## src/rtl/pipe_hazard_ctrl.sv

```systemverilog
// Purpose: pipeline stall/flush controller (load-use, taken branch, MEM/NIC wait) with saturating perf counters.
// Latency: stall/flush outputs are combinational from state + inputs (same-cycle response); state and counters registered.
// Backpressure: MEM_busy holds every stage and freezes any branch flush or load stall in progress until it drops.
module pipe_hazard_ctrl #(
    parameter int FLUSH_CYCLES      = 1,
    parameter int LOAD_STALL_CYCLES = 1,
    parameter int CNT_W             = 32
) (
    input  logic             clk,
    input  logic             reset,
    input  logic [4:0]       ID_rs,
    input  logic [4:0]       ID_rt,
    input  logic             ID_use_rs,
    input  logic             ID_use_rt,
    input  logic             EX_mem_read,
    input  logic [4:0]       EX_rd,
    input  logic             EX_branch_taken,
    input  logic             MEM_busy,
    input  logic             cnt_clear,
    output logic             PC_stall,
    output logic             IF_ID_stall,
    output logic             ID_EX_stall,
    output logic             EX_MEM_stall,
    output logic             ID_flush,
    output logic             EX_flush,
    output logic [CNT_W-1:0] stall_cycles,
    output logic [CNT_W-1:0] flush_count
);

    typedef enum logic [1:0] {RUN, LD_STALL, MEM_WAIT, FLUSH} state_t;

    localparam logic [2:0]       FL_REM  = 3'(FLUSH_CYCLES - 1);
    localparam logic [2:0]       LD_REM  = 3'(LOAD_STALL_CYCLES - 1);
    localparam logic [CNT_W-1:0] CNT_ONE = CNT_W'(1);
    localparam logic [CNT_W-1:0] CNT_MAX = '1;

    state_t           state_q, state_d;
    state_t           frz_q, frz_d;     // state to resume once MEM_busy drops
    state_t           eff;              // state whose behaviour applies this cycle
    logic [2:0]       rem_q, rem_d;     // remaining FLUSH / LD_STALL cycles
    logic [CNT_W-1:0] stall_q, flush_q;
    logic             hz;
    logic             pc_s, ifid_s, idex_s, exmem_s, idf, exf, br_acc;

    // Register 0 is hardwired zero, so a load targeting it never creates a hazard.
    assign hz = EX_mem_read && (EX_rd != 5'd0) &&
                ((ID_use_rs && (ID_rs == EX_rd)) || (ID_use_rt && (ID_rt == EX_rd)));

    // Next-state and stall/flush decode; priority MEM_busy > branch > load-use.
    always_comb begin
        state_d = state_q;
        frz_d   = frz_q;
        rem_d   = rem_q;
        pc_s    = 1'b0;
        ifid_s  = 1'b0;
        idex_s  = 1'b0;
        exmem_s = 1'b0;
        idf     = 1'b0;
        exf     = 1'b0;
        br_acc  = 1'b0;
        eff     = (state_q == MEM_WAIT) ? frz_q : state_q;
        if (MEM_busy) begin
            // EX is held, so a branch seen now is seen again once busy drops.
            pc_s    = 1'b1;
            ifid_s  = 1'b1;
            idex_s  = 1'b1;
            exmem_s = 1'b1;
            state_d = MEM_WAIT;
            frz_d   = eff;
        end else if (EX_branch_taken) begin
            idf    = 1'b1;
            exf    = 1'b1;
            br_acc = 1'b1;
            if (FLUSH_CYCLES > 1) begin
                state_d = FLUSH;
                rem_d   = FL_REM;
            end else begin
                state_d = RUN;
                rem_d   = 3'd0;
            end
        end else begin
            case (eff)
                FLUSH: begin
                    idf = 1'b1;
                    if (rem_q <= 3'd1) begin
                        state_d = RUN;
                        rem_d   = 3'd0;
                    end else begin
                        state_d = FLUSH;
                        rem_d   = rem_q - 3'd1;
                    end
                end
                LD_STALL: begin
                    pc_s   = 1'b1;
                    ifid_s = 1'b1;
                    exf    = 1'b1;
                    if (rem_q <= 3'd1) begin
                        state_d = RUN;
                        rem_d   = 3'd0;
                    end else begin
                        state_d = LD_STALL;
                        rem_d   = rem_q - 3'd1;
                    end
                end
                default: begin
                    state_d = RUN;
                    if (hz) begin
                        pc_s   = 1'b1;
                        ifid_s = 1'b1;
                        exf    = 1'b1;
                        if (LOAD_STALL_CYCLES > 1) begin
                            state_d = LD_STALL;
                            rem_d   = LD_REM;
                        end
                    end
                end
            endcase
        end
    end

    // State, freeze slot and remaining-cycle count.
    always_ff @(posedge clk or posedge reset) begin
        if (reset) begin
            state_q <= RUN;
            frz_q   <= RUN;
            rem_q   <= 3'd0;
        end else begin
            state_q <= state_d;
            frz_q   <= frz_d;
            rem_q   <= rem_d;
        end
    end

    // Saturating performance counters; clear wins over increment.
    always_ff @(posedge clk or posedge reset) begin
        if (reset) begin
            stall_q <= '0;
            flush_q <= '0;
        end else if (cnt_clear) begin
            stall_q <= '0;
            flush_q <= '0;
        end else begin
            if (pc_s && (stall_q != CNT_MAX)) stall_q <= stall_q + CNT_ONE;
            if (br_acc && (flush_q != CNT_MAX)) flush_q <= flush_q + CNT_ONE;
        end
    end

    // Controls are forced low while reset is held, whatever the inputs say.
    assign PC_stall     = pc_s    & ~reset;
    assign IF_ID_stall  = ifid_s  & ~reset;
    assign ID_EX_stall  = idex_s  & ~reset;
    assign EX_MEM_stall = exmem_s & ~reset;
    assign ID_flush     = idf     & ~reset;
    assign EX_flush     = exf     & ~reset;
    assign stall_cycles = stall_q;
    assign flush_count  = flush_q;

endmodule

```

## config.mk

```make
export PLATFORM = sky130hd
export DESIGN_NAME = pipe_hazard_ctrl
export DESIGN_NICKNAME = d
export VERILOG_FILES = /design/src/rtl/pipe_hazard_ctrl.sv
export SDC_FILE = /design/constraint.sdc
export NUM_CORES = 1
export LEC_CHECK = 0
export ABC_AREA = 1
export BUFFER_PORTS_ARGS = -buffer_cell sky130_fd_sc_hd__buf_2
export CAP_MARGIN = 20
export CORE_ASPECT_RATIO = 1.4
export CORE_UTILIZATION = 50
export CTS_BUF_LIST = sky130_fd_sc_hd__clkbuf_8
export CTS_CLUSTER_DIAMETER = 150
export CTS_CLUSTER_SIZE = 20
export DETAILED_ROUTE_END_ITERATION = 12
export PLACE_DENSITY = 0.79
export SYNTH_ARGS = -nofsm -noshare
export SYNTH_HDL_FRONTEND = slang
export SYNTH_SLANG_ARGS = --single-unit
```

## constraint.sdc

```tcl
create_clock -name clk -period 2.6 [get_ports clk]
set_input_delay 0.26 -clock clk [delete_from_list [all_inputs] [get_ports clk]]
set_output_delay 0.26 -clock clk [all_outputs]
set_load 0.02 [all_outputs]
```

After elaboration in Yosys (flattened, before gate mapping)
Index checks and enable logic that the tools add are counted.
{"block": "classes", "n_bitwise": 6, "n_eq_ne": 7, "reduce_logical": 13, "n_lt_le_gt_ge": 1, "muxes": 25, "addsub": 3}
{"op": "two-way mux 32 bit", "count": 4}
{"op": "adder 32 x 1 -> 32 bit (second input constant)", "count": 2}
{"op": "inequality test 32 bit (second input constant)", "count": 2}
{"op": "two-way mux 1 bit", "count": 12}
{"op": "== test 5 bit", "count": 2}
{"op": "two-way mux 3 bit", "count": 3}
{"op": "two-way mux 2 bit", "count": 4}
{"op": "logical AND 1 bit", "count": 6}
{"op": "nonzero test 2 bit", "count": 3}
{"op": "nonzero test 5 bit", "count": 1}
{"op": "bitwise AND 1 bit", "count": 4}
{"op": "== test 2 bit (second input constant)", "count": 2}
{"op": "case mux 2 bit (2 select lines)", "count": 1}
{"op": "<= comparator 3 x 1 -> 1 bit (second input constant)", "count": 1}
{"op": "subtractor 3 x 1 -> 3 bit (second input constant)", "count": 1}
{"op": "== test 2 x 1 -> 1 bit (second input constant)", "count": 1}
{"op": "inverter 1 bit", "count": 2}
{"op": "case mux 1 bit (2 select lines)", "count": 1}
{"op": "AND reduction 2 bit", "count": 1}
{"op": "OR reduction 2 bit", "count": 1}
{"op": "logical OR 1 bit", "count": 1}
{"block": "totals", "elab_cells": 60, "out_inout_bits": 70, "input_bits": 23, "register_bits": 71}

Depth between registers and ports, before layout
{"block": "logic_depth", "word_depth": 11, "mapped_depth": 14, "mapped_depth_nobuf": 13}

Worst setup path before layout
No wires, ideal clock.
{"block": "synth_path", "kind": "input-to-output", "from": "input port reset", "to": "output port EX_flush", "stages": 3, "path_buffers": 0, "slack_ns": 0.154, "required_ns": 2.340, "arrival_ns": 2.186, "cell_sequence": "inv_1 o211ai_1 inv_1"}
{"block": "synth_via", "elab_chain_cells": 2}
{"element": "from (decl)", "line_no": "10", "source": "input logic reset,"}
{"element": "inverter 1 bit", "line_no": "154", "source": "assign EX_flush = exf & ~reset;"}
{"element": "bitwise AND 1 bit", "line_no": "154"}
{"element": "to (decl)", "line_no": "25", "source": "output logic EX_flush,"}
No other way between the ends.

Worst setup path after layout
{"block": "layout_path", "from": "register flush_q[1], in the netlist flush_count[1]", "to": "register flush_q[24], in the netlist flush_count[24]"}
{"block": "layout_via", "elab_chain_cells": 3, "elab_cells_between_ends": 6, "cone_classes": "1 x add/sub; 1 x eq/ne; 2 x mux; 2 x reduce/logical"}
{"element": "from (decl)", "line_no": "41", "source": "logic [CNT_W-1:0] stall_q, flush_q;"}
{"element": "from (signal assigned)", "line_no": "144", "source": "if (br_acc && (flush_q != CNT_MAX)) flush_q <= flush_q + CNT_ONE;"}
{"element": "adder 32 x 1 -> 32 bit / inequality test 32 bit (equally long branches)", "line_no": "144"}
{"element": "two-way mux 32 bit / logical AND 1 bit (equally long branches)", "line_no": "144"}
{"element": "two-way mux 32 bit / nonzero test 2 bit (equally long branches)"}
Several ways; a longest one is shown, not always the timed one. The select of a mux whose other input is x is not followed.
A chain may end at the register's enable or synchronous reset.

==> flow_metrics.py <==
metrics = {
    "setup_path": {
        "crit_arrival_ns": 2.43,
        "cp-startpoint": "flush_count[1]$_DFFE_PP0P_",
        "r2r_slack_ns": 0.41,
        "crit_slowest_cell": "dfrtp_1",
        "cp_top_family": "simple AND/OR/NAND/NOR gates",
        "worst_setup_path_end_kind": "flip-flop",
        "critical-path-max-stage-delay_ns": 0.41,
        "required_ns": 2.84,
        "r2r_start": "flush_count[1]$_DFFE_PP0P_",
        "rr_worst_depth": 10,
        "crit_path_start_kind": "flip-flop",
        "worst-path-max-fanout": 33,
        "path_depth": 10,
        "critPathKind": "reg -> reg",
        "crit_path_end": "flush_count[24]$_DFFE_PP0P_",
        "reg2reg_to": "flush_count[24]$_DFFE_PP0P_",
        "cp.buffers_inverters": 2,
        "path_cells": "ha_1 -> inv_1 -> nor3_2 -> nand2_1 -> nor2_2 -> nand2_1 -> nand2_2 -> nand2_4 -> inv_1 -> o21ai_0",
    },
    "cts": {
        "htreeDepth": 3,
        "path_clk_slew_ns": 0.07,
        "cts_root_buf": "clkbuf_8",
        "cts_max_path_buffers": 2,
        "postCtsSetupBuffers": 0,
        "numClockSinks": 71,
        "cts_tree": "built",
        "clock_latency_ns": 0.36,
        "cts_made_buffers": 9,
    },
    "synthesis": {
        "synth-seq-cells": 71,
        "syn_avg_cell_area_um2": 6.69,
        "synth-edff-count": 0,
        "yosys_most_used_dff": "dfrtp_1",
        "synth_area_um2": 5140,
        "synth_cells": 768,
        "ys_types": 34,
        "synthArstFlopShare": 1.00,
        "ys_seq_area_frac": 0.346,
        "syn-num-nets": 795,
        "yosys_warnings": 0,
    },
    "place": {
        "port_buffers": 92,
        "place_ws_ns": 0.446,
        "gp_congestion": 1.00,
        "postPlaceCellArea_um2": 5670,
        "dp_hpwl_um": 10700,
    },
    "timing": {
        "rsz0062_at_grt": "false",
        "hold_slack_ns": 0.108,
        "maxSlewViolCount": 0,
        "finalCritPeriodShare": 0.841,
        "tightest_slew_ns": 0.681,
        "slew_headroom": 0.542,
        "clock.fmax_mhz": 457,
        "fin_crit_ns": 2.19,
        "hold_viol_final": 0,
        "layout_setup_ws_ns": 0.413,
        "setup-tns-final_ns": 0,
        "setup_violations": 0,
        "finalClockSkew_ns": 0.0109,
    },
    "routing": {
        "drt-wirelength-per-cell_um": 14.0,
        "antenna_left": 0,
        "drt-vias-per-instance": 5.37,
        "first_iter_violations": 262,
        "route.detailed.drc": 0,
        "drt_pre_antenna_iters": 5,
        "drt-total-wl_um": 14000,
        "vias": 5341,
    },
    "power_and_ir_drop": {
        "leakage_nw": 3.09,
        "pwr-share-comb": 0.107,
        "p_sw_w": 0.000624,
        "intPower_w": 0.00159,
        "seqPwrFrac": 0.517,
        "p_clk_frac": 0.376,
        "power-per-cell-area_nw_per_um2": 377,
        "ir_worst_vdd_mv": 0.278,
        "power_switching_share": 0.282,
    },
    "grt": {
        "grt_pass1_wl_um": 22800,
        "antenna_found_initial": 0,
        "grt_pass1_vias": 4930,
        "grt_overflow": 0,
        "groute.usage.overall": 0.280,
        "grt_max_degree": 49,
    },
    "outcome": {
        "status": "finished clean",
    },
    "layout": {
        "diodes": 0,
        "nets": 881,
        "final_area_um2": 5870,
        "final_util": 0.589,
        "final_common_cell": "nand2_1",
        "drive_gt1_frac": 0.173,
        "syn_to_final_growth_pct": 14.1,
        "final_cell_mix": "nand2_1, inv_1, buf_2",
    },
    "die": {
        "die_h_um": 122,
        "rows": 43,
        "core_area_um2": 9950,
        "die_x_um": 87.7,
        "start_util": 0.516,
        "dieArea_um2": 10700,
        "io_pins": 93,
    },
    "worst_hold_path": {
        "hold_class": "in -> reg",
    },
    "job": {
        "cap_violations": 0,
    },
}
cells by family (layout without fill, tap and decap cells):
| family | count (synthesis) | count (layout) | share of synthesized area |
|---|---|---|---|
| compound gates | 50 | 50 | 0.0504 |
| simple gates | 467 | 467 | 0.423 |
| xor+xnor | 32 | 32 | 0.0545 |
| fa+ha+maj | 4 | 4 | 0.00974 |
| flops | 71 | 71 | 0.346 |
| buf+inv | 144 | 235 | 0.117 |
state kept, by name, summed over array words and instances (netlist names):
register and flops:
stall_cycles 32, state_q 2, frz_q 2, flush_count 32
rem_q 3
area by class of cell:
| type | count | area [µm²] |
|---|---|---|
| repair buffers | 101 | 531 |
| well taps | 135 | 169 |
| fillers | 1002 | 4090 |
| multi-input cells | 553 | 2760 |
| flip-flops and latches | 71 | 1780 |
| inverters | 118 | 443 |
| clock buffers | 11 | 151 |
| clock inverters | 5 | 32.5 |
worst min-delay path by stage:
stage / start / endpoint / slack, ns / depth (start not counted)
after global placement: reset / frz_q[1]$_DFFE_PP0P_ / 0.36 / 2
after global routing: MEM_busy / state_q[0]$_DFF_PP0_ / 0.10 / 2
after CTS: MEM_busy / state_q[0]$_DFF_PP0_ / 0.09 / 2
final: MEM_busy / state_q[0]$_DFF_PP0_ / 0.11 / 2
after floorplan: MEM_busy / state_q[0]$_DFF_PP0_ / 0.33 / 1
after detailed placement: reset / state_q[1]$_DFF_PP0_ / 0.36 / 2
Yosys cell counts (3+ instances only):
| library cell | count | share of area |
|---|---|---|
| xor2_1 | 24 | 0.041 |
| buf_2 | 5 | 0.0049 |
| xnor2_1 | 8 | 0.014 |
| buf_6 | 6 | 0.013 |
| inv_1 | 109 | 0.080 |
| nand2_2 | 3 | 0.0037 |
| nand3_1 | 65 | 0.063 |
| inv_2 | 8 | 0.0058 |
| buf_1 | 7 | 0.0051 |
| o21ai_1 | 26 | 0.025 |
| nor2_2 | 4 | 0.0049 |
| nand2_1 | 214 | 0.16 |
| nor2_1 | 61 | 0.045 |
| nand4_1 | 60 | 0.073 |
| nor4_1 | 4 | 0.0049 |
| nand3_2 | 11 | 0.021 |
| nor3_1 | 36 | 0.035 |
| dfrtp_1 | 71 | 0.35 |
| clkbuf_1 | 6 | 0.0044 |
| a21oi_1 | 3 | 0.0029 |
| o21ai_0 | 17 | 0.017 |
| ha_1 | 4 | 0.0097 |
routing by layer:
layer | vias to the layer above | share of wire | GRT usage
met1 | 2439 | 0.39 | 0.310
li1 | 2673 | - | -
met5 | - | 0 | 0
met2 | 176 | 0.52 | 0.494
met4 | 0 | 0.054 | 0.188
met3 | 53 | 0.039 | 0.0352
stage by stage:
step	total power, W	std cells
2_1_floorplan	0.00134	768
3_3_place_gp	0.00140	977
3_5_place_dp	0.00140	977
4_1_cts	0.00224	994
5_1_grt	0.00232	994
6_report	0.00221	994
repair_timing:
item	CTS	global route
hold endpoints to repair	22	0
hold buffers	1	0
gates resized for setup	0	0
endpoints found under the setup margin	0	0
worst reg2reg max path, stage by stage, from the launching register on:
cell	delay, ns
dfrtp_1	0.41
ha_1	0.24
inv_1	0.10
nor3_2	0.20
nand2_1	0.17
nor2_2	0.15
nand2_1	0.08
nand2_2	0.14
nand2_4	0.23
inv_1	0.24
o21ai_0	0.11
power groups by stage:
stage	clock (W)	combinational [W]	sequential, W
floorplan	0	0.000171	0.00117
global placement	0	0.000236	0.00116
detailed placement	0	0.000238	0.00116
CTS	0.000854	0.000241	0.00114
global route	0.000905	0.000267	0.00115
finish	0.000833	0.000237	0.00114
Power figures use the tool's default switching activity.
